**src/rtl/eth_frame_tx.sv**
```systemverilog
// Purpose: byte-serial Ethernet frame transmitter: 14 header bytes, fixed-length payload, zero pad to minimum length.
// Latency: first header byte is valid 1 cycle after s_tvalid is seen in IDLE; payload bytes pass through combinationally.
// Backpressure: m_tready stalls header/pad in place and is forwarded to s_tready during payload; s_tvalid gaps stall the output.
//
// Ports:
//   clk, rst                      clock, synchronous active-high reset
//   header_in                     ethernet_header struct, latched when a frame starts
//   s_tdata/s_tvalid/s_tready     payload byte stream in
//   m_tdata/m_tvalid/m_tready     frame byte stream out, m_tlast marks the final byte
//   busy                          high whenever a frame is in progress
//   frame_count                   completed frames, wraps at 16 bits

package eth_pkg;
    // Packed so that index 0 of each field is the most significant byte,
    // which is also the first byte on the wire.
    typedef struct packed {
        logic [0:5][7:0] mac_destination;
        logic [0:5][7:0] mac_source;
        logic [0:1][7:0] eth_type_length;
    } ethernet_header;
endpackage

module eth_frame_tx
    import eth_pkg::*;
#(
    parameter int PAYLOAD_BYTES = 128,
    parameter int MIN_PAYLOAD   = 46
) (
    input  logic           clk,
    input  logic           rst,
    input  ethernet_header header_in,
    input  logic [7:0]     s_tdata,
    input  logic           s_tvalid,
    output logic           s_tready,
    output logic [7:0]     m_tdata,
    output logic           m_tvalid,
    input  logic           m_tready,
    output logic           m_tlast,
    output logic           busy,
    output logic [15:0]    frame_count
);

    typedef enum logic [1:0] {IDLE, HEADER, PAYLOAD, PAD} state_t;

    localparam logic        NEED_PAD = (PAYLOAD_BYTES < MIN_PAYLOAD);
    localparam logic [15:0] LAST_PAY = 16'(PAYLOAD_BYTES - 1);
    localparam logic [15:0] LAST_PAD = 16'(MIN_PAYLOAD - 1);

    state_t           state;
    ethernet_header   hdr_q;
    logic [0:13][7:0] hdr_bytes;
    logic [3:0]       idx;
    logic [15:0]      pay_cnt;
    logic             xfer;

    // Flat byte view of the latched header in wire order.
    assign hdr_bytes = hdr_q;
    assign xfer      = m_tvalid && m_tready;
    assign busy      = (state != IDLE);

    // Outputs decode from registered state; only the payload phase is a
    // combinational pass-through of the upstream handshake.
    always_comb begin
        m_tvalid = 1'b0;
        m_tdata  = 8'h00;
        m_tlast  = 1'b0;
        s_tready = 1'b0;
        case (state)
            HEADER: begin
                m_tvalid = 1'b1;
                m_tdata  = hdr_bytes[idx];
            end
            PAYLOAD: begin
                m_tvalid = s_tvalid;
                m_tdata  = s_tdata;
                s_tready = m_tready;
                m_tlast  = !NEED_PAD && (pay_cnt == LAST_PAY);
            end
            PAD: begin
                m_tvalid = 1'b1;
                m_tlast  = (pay_cnt == LAST_PAD);
            end
            default: ;
        endcase
    end

    always_ff @(posedge clk) begin
        if (rst) begin
            state       <= IDLE;
            hdr_q       <= '0;
            idx         <= '0;
            pay_cnt     <= '0;
            frame_count <= '0;
        end else begin
            if (xfer && m_tlast) begin
                frame_count <= frame_count + 16'd1;
            end
            case (state)
                IDLE: begin
                    // The waiting payload byte is not consumed here; it is
                    // forwarded once the header has gone out.
                    if (s_tvalid) begin
                        hdr_q   <= header_in;
                        idx     <= '0;
                        pay_cnt <= '0;
                        state   <= HEADER;
                    end
                end
                HEADER: begin
                    if (xfer) begin
                        if (idx == 4'd13) begin
                            idx   <= '0;
                            state <= PAYLOAD;
                        end else begin
                            idx <= idx + 4'd1;
                        end
                    end
                end
                PAYLOAD: begin
                    if (xfer) begin
                        pay_cnt <= pay_cnt + 16'd1;
                        if (pay_cnt == LAST_PAY) begin
                            state <= NEED_PAD ? PAD : IDLE;
                        end
                    end
                end
                PAD: begin
                    // Counter keeps running from the payload count so the
                    // pad ends exactly at the minimum payload length.
                    if (xfer) begin
                        pay_cnt <= pay_cnt + 16'd1;
                        if (pay_cnt == LAST_PAD) begin
                            state <= IDLE;
                        end
                    end
                end
                default: state <= IDLE;
            endcase
        end
    end

endmodule

```
**config.mk**
```make
export PLATFORM = sky130hd
export DESIGN_NAME = eth_frame_tx
export DESIGN_NICKNAME = d
export VERILOG_FILES = /design/src/rtl/eth_frame_tx.sv
export SDC_FILE = /design/constraint.sdc
export NUM_CORES = 1
export LEC_CHECK = 0
export CAP_MARGIN = 20
export CORE_MARGIN = 2
export CORE_UTILIZATION = 51
export DETAILED_ROUTE_END_ITERATION = 16
export PLACE_DENSITY_LB_ADDON = 0.05
export SYNTH_ARGS = -nofsm -noshare
export SYNTH_HDL_FRONTEND = slang
export SYNTH_SLANG_ARGS = --single-unit
```
**constraint.sdc**
```tcl
create_clock -name clk -period 3.3 [get_ports clk]
set_input_delay 0.66 -clock clk [delete_from_list [all_inputs] [get_ports clk]]
set_output_delay 0.66 -clock clk [all_outputs]
set_load 0.05 [all_outputs]
```
# Yosys cells after proc, flatten, opt, wreduce, memory -nomap -nowiden
# Cells that the tools add are included.
# op_classes
n_lt_le_gt_ge	1
muxes	22
bitwise	1
addsub	3
n_reduce_logical	12
eq_ne	14
# ops
op	count
16-bit by 1-bit adder with 16-bit output, second input constant	2
8-bit binary-select mux with 4-bit select	1
16-bit 2-to-1 mux	2
16-bit one-hot mux with 2 select lines	1
16-bit by 6-bit equality test with 1-bit output, second input constant	1
16-bit by 7-bit equality test with 1-bit output, second input constant	1
8-bit 2-to-1 mux	2
8-bit one-hot mux with 2 select lines	1
2-bit 2-to-1 mux	7
2-bit != test, second input constant	7
4-bit 2-to-1 mux	3
2-bit one-hot mux with 4 select lines	1
4-bit one-hot mux with 2 select lines	1
7-bit AND reduction	1
3-bit AND reduction	2
2-bit nonzero test	3
5-bit greater-or-equal comparator, second input constant	1
4-bit inverter with 5-bit output	1
4-bit by 1-bit adder with 4-bit output, second input constant	1
2-bit equality test, second input constant	2
4-bit equality test, second input constant	1
1-bit one-hot mux with 2 select lines	2
2-bit OR reduction	2
2-bit by 1-bit equality test with 1-bit output, second input constant	1
5 further kinds	6
# totals
in_bits	124
register_bits	150

# Longest topological paths before layout
# Gate-level depths: netlist of the first run.
# depth
depth_word	6
ltp_mapped	10
depth_no_buf	7

# Worst setup path after synthesis of the first run
# No wires, ideal clock.
# synth_timing
path_kind	reg2out
from	register idx[0]
to	output port m_tdata[0]
stages_incl_launch_ff	8
setup_slack_ps	372
arrival_time_ps	2268
path_buffers	3
path_cell_list	dfxtp_1 -> buf_2 -> buf_2 -> buf_2 -> mux2i_1 -> nor2_1 -> mux4_2 -> a32o_1
# synth_via
elab_chain_len	5
# synth_rtl
item	line	source
start, declared	52	logic [3:0] idx;
start signal, assigned	115	idx <= idx + 4'd1;
4-bit inverter with 5-bit output (not written as such)	71	m_tdata = hdr_bytes[idx];
8-bit binary-select mux with 4-bit select	71	
8-bit 2-to-1 mux (not written as such) (2 in a row)	71	
8-bit one-hot mux with 2 select lines	68	case (state)
end, declared	35	output logic [7:0] m_tdata,
# Every way passes these cells. The select of a mux whose other input is x is not followed.

# Final worst setup path of the first run
# layout_timing
from	register idx[1]
to	output port m_tdata[7]
# The elaborated chain is that of the path after synthesis.

==> flow_metrics.py, run 1 <==
metrics = {
    "flow_run": {
        "maxCapViolations": 0,
    },
    "sta": {
        "tns_ns": 0,
        "whs_ns": 0.456,
        "fin_crit_sh": 0.960,
        "rsz0062_at_grt": "false",
        "finalHoldViolations": 0,
        "fmax_ghz": 0.316,
        "drv_slew": 0,
        "clock_skew_ns": 0.00905,
        "setup_viol": 0,
        "period_minus_slack_ns": 3.17,
        "setup_ws_ns": 0.133,
        "maxSlewHeadroom": 0.364,
        "tightest_slew_ns": 0.949,
    },
    "synth": {
        "synth_async_sr_flop_share": 0,
        "synth-simple-area-share": 0.223,
        "syn_avg_cell_area_um2": 8.48,
        "syn_nets": 951,
        "synth_ff_type": "dfxtp_1",
        "synthTopCellsByArea": "dfxtp_1, nand2_1, mux4_2",
        "synth_top_area_cell": "dfxtp_1",
        "yosysSeqAreaShare": 0.434,
        "synth-compound-area-share": 0.147,
        "synthAdderAreaFrac": 0.0199,
        "synth_edf_count": 0,
        "yosys-mux-area-fraction": 0.116,
        "synth_xor_xnor_area_share": 0.0190,
        "synth_cells": 816,
        "synth.distinct_cells": 45,
        "synth-seq-cells": 150,
        "synth.top_cell.area_share": 0.434,
        "yosys_warnings": 0,
        "synth_area_um2": 6920,
        "synth_top_family_by_area": "simple AND/OR/NAND/NOR gates",
    },
    "finish": {
        "layout_commonest_cell": "nand2_1",
        "drive_above_1_share": 0.0998,
        "final_cell_mix": "nand2_1, dfxtp_1, clkdlybuf4s50_1",
        "seq_area_um2": 3010,
        "final_nets": 1074,
        "diodes": 0,
        "multi_input_area_um2": 3640,
        "nFillCells": 1100,
        "syn_to_final_growth_pct": 32.1,
    },
    "clock_tree": {
        "ctsHoldBuffers": 0,
        "cts.reportedPaths.clkPinSlew_ns": 0.06,
        "clk_path_buf_depth": 2,
        "numCtsBuffers": 17,
        "clk_latency_ns": 0.43,
        "htree_levels": 4,
        "clockRootBuffer": "clkbuf_16",
        "cts_tree": "yes",
        "cts.sinks": 150,
    },
    "critical_path": {
        "cp-start-kind": "register",
        "critical-path-max-stage-delay_ns": 0.53,
        "crit_slowest_cell": "mux4_2",
        "cp_data_arrival_time_ns": 2.51,
        "cp_top_family": "multiplexers",
        "cp.required_ns": 2.64,
        "worst-setup-path-type": "register to primary output",
        "path_common_cell": "mux4_2",
        "end_kind": "primary output",
        "path_cells": "buf_6, mux4_2, mux4_2, a32o_1, buf_4",
        "path_buf_inv": 2,
        "cp_max_fo": 18,
    },
    "power": {
        "clock_power_share": 0.317,
        "p_int_mw": 3.95,
        "ir_worst_vdd_mv": 0.549,
        "power.static_leakage_nw": 3.31,
        "power_switching_share": 0.340,
        "seqPwrFrac": 0.372,
        "power_frac_comb": 0.311,
        "switchingPower_mw": 2.03,
        "powerDensity_nw_per_um2": 655,
    },
    "min_path": {
        "hold_path_class": "register to register",
    },
    "detailed_routing": {
        "ant_nets": 0,
        "avgViaCountPerCell": 5.65,
        "dr.pass1.iters": 6,
        "drt-total-wl_mm": 18.9,
        "wl_per_cell_um": 16.8,
        "initialDrtViolationCount": 516,
        "num_vias": 6374,
        "drc": 0,
    },
    "floorplan": {
        "rows": 42,
        "dieArea_um2": 14500,
        "coreArea_um2": 13200,
        "floorplan.io_pins": 152,
        "start_util": 0.522,
        "die_w_um": 120,
        "die_y_um": 120,
    },
    "placement": {
        "port_buffers": 151,
        "detailedPlacementHpwl_mm": 13.7,
        "dp_slack_ns": 0.246,
        "place.gp.congestion": 0.876,
    },
    "global_route": {
        "grt_use_total": 0.264,
        "overflow": 0,
        "grt_max_degree": 78,
        "antenna_found_initial": 0,
        "grt_pass1_wl_mm": 30.2,
        "grt_pass1_vias": 6193,
    },
    "status": {
        "outcome": "complete, no violations",
    },
}
[cell type report]
| cell class | instances | area share |
|---|---|---|
| clock buffer | 18 | 0.0481 |
| clock inverter | 14 | 0.0155 |
| inverter | 10 | 0.00411 |
| multi-input combinational | 595 | 0.399 |
| sequential | 150 | 0.329 |
| tap | 176 | 0.0241 |
| timing repair buffer | 165 | 0.180 |
[power by group through the flow]
stage / Sequential [mW] / Combinational, mW / Clock [mW]
2_1_floorplan: 2.18 / 1.29 / 0
3_3_place_gp: 2.27 / 1.75 / 0
3_5_place_dp: 2.27 / 1.81 / 0
4_1_cts: 2.24 / 1.82 / 1.91
5_1_grt: 2.25 / 2.02 / 1.99
6_report: 2.22 / 1.86 / 1.90
[per-stage QoR]
step | instance area, um2 | cells | power, mW | utilization
global placement | 8530 | 1094 | 4.02 | 0.644
CTS | 9120 | 1126 | 5.97 | 0.688
detailed placement | 8530 | 1094 | 4.09 | 0.644
finish | 9140 | 1128 | 5.98 | 0.690
global route | 9140 | 1128 | 6.27 | 0.690
floorplan | 6920 | 816 | 3.47 | -
[routing by layer]
metal	track usage	vias to the layer above	wire (um)
met5	0	-	0
met4	0.0938	0	426
met3	0.0670	34	1320
met2	0.445	270	9330
met1	0.329	2984	7870
li1	-	3086	-
[cell families (layout without fill, tap and decap cells)]
group                      count (synthesis)  in the layout
DFF                                      150            150
buffers and inverters                     71            207
and+or+nand+nor                          353            353
AOI/OAI and AO/OA                        176            176
adders and majority gates                 11             11
muxes                                     40             40
xor gates and xnor gates                  15             15
[repair_timing]
action / CTS / global route
gates cloned: 0 / 0
setup endpoints to repair: 9 / 9
setup buffers: 0 / 2
pin swaps: 0 / 0
resized for setup: 2 / 2
[flip-flops by register name, indices dropped and copies added, names as in the netlist]
register     flops
state            2
idx              4
hdr_bytes      112
pay_cnt         16
frame_count     16
[synthesized netlist by cell type, types with 7 or more instances]
library cell,n
nand3_1,18
nand4_1,10
inv_1,10
mux4_2,32
a21oi_1,134
o31ai_1,8
dfxtp_1,150
nor2_1,33
xnor2_1,13
or4_1,8
a32o_1,8
o21ai_0,10
clkbuf_1,46
and3_1,7
mux2i_1,8
buf_2,8
ha_1,11
nand2_1,239
[worst paths after layout]
kind | startpoint | slack, ns | cells past startpoint | to
hold / removal | hdr_bytes[49] | 0.46 | 2 | hdr_bytes[49]
hold reg to reg | hdr_bytes[49] | 0.46 | 2 | hdr_bytes[49]
setup reg to reg | state[1] | 0.60 | 6 | idx[1]
setup / recovery | idx[1] | 0.13 | 5 | m_tdata[7]
[worst min-delay path: cells and delay by family (launching register included)]
family          cells  cell delay (ns)
flops               1             0.31
simple gates        1             0.05
compound gates      1             0.05
Note: power is estimated with default switching activity, not from simulation.
==> run 2: changes to the inputs <==
Settings changed: GPL_TIMING_DRIVEN set to 1, SLEW_MARGIN set to 20.
==> results of run 2 <==
No change in the layout: final DEF, timing and power equal those of run 1.
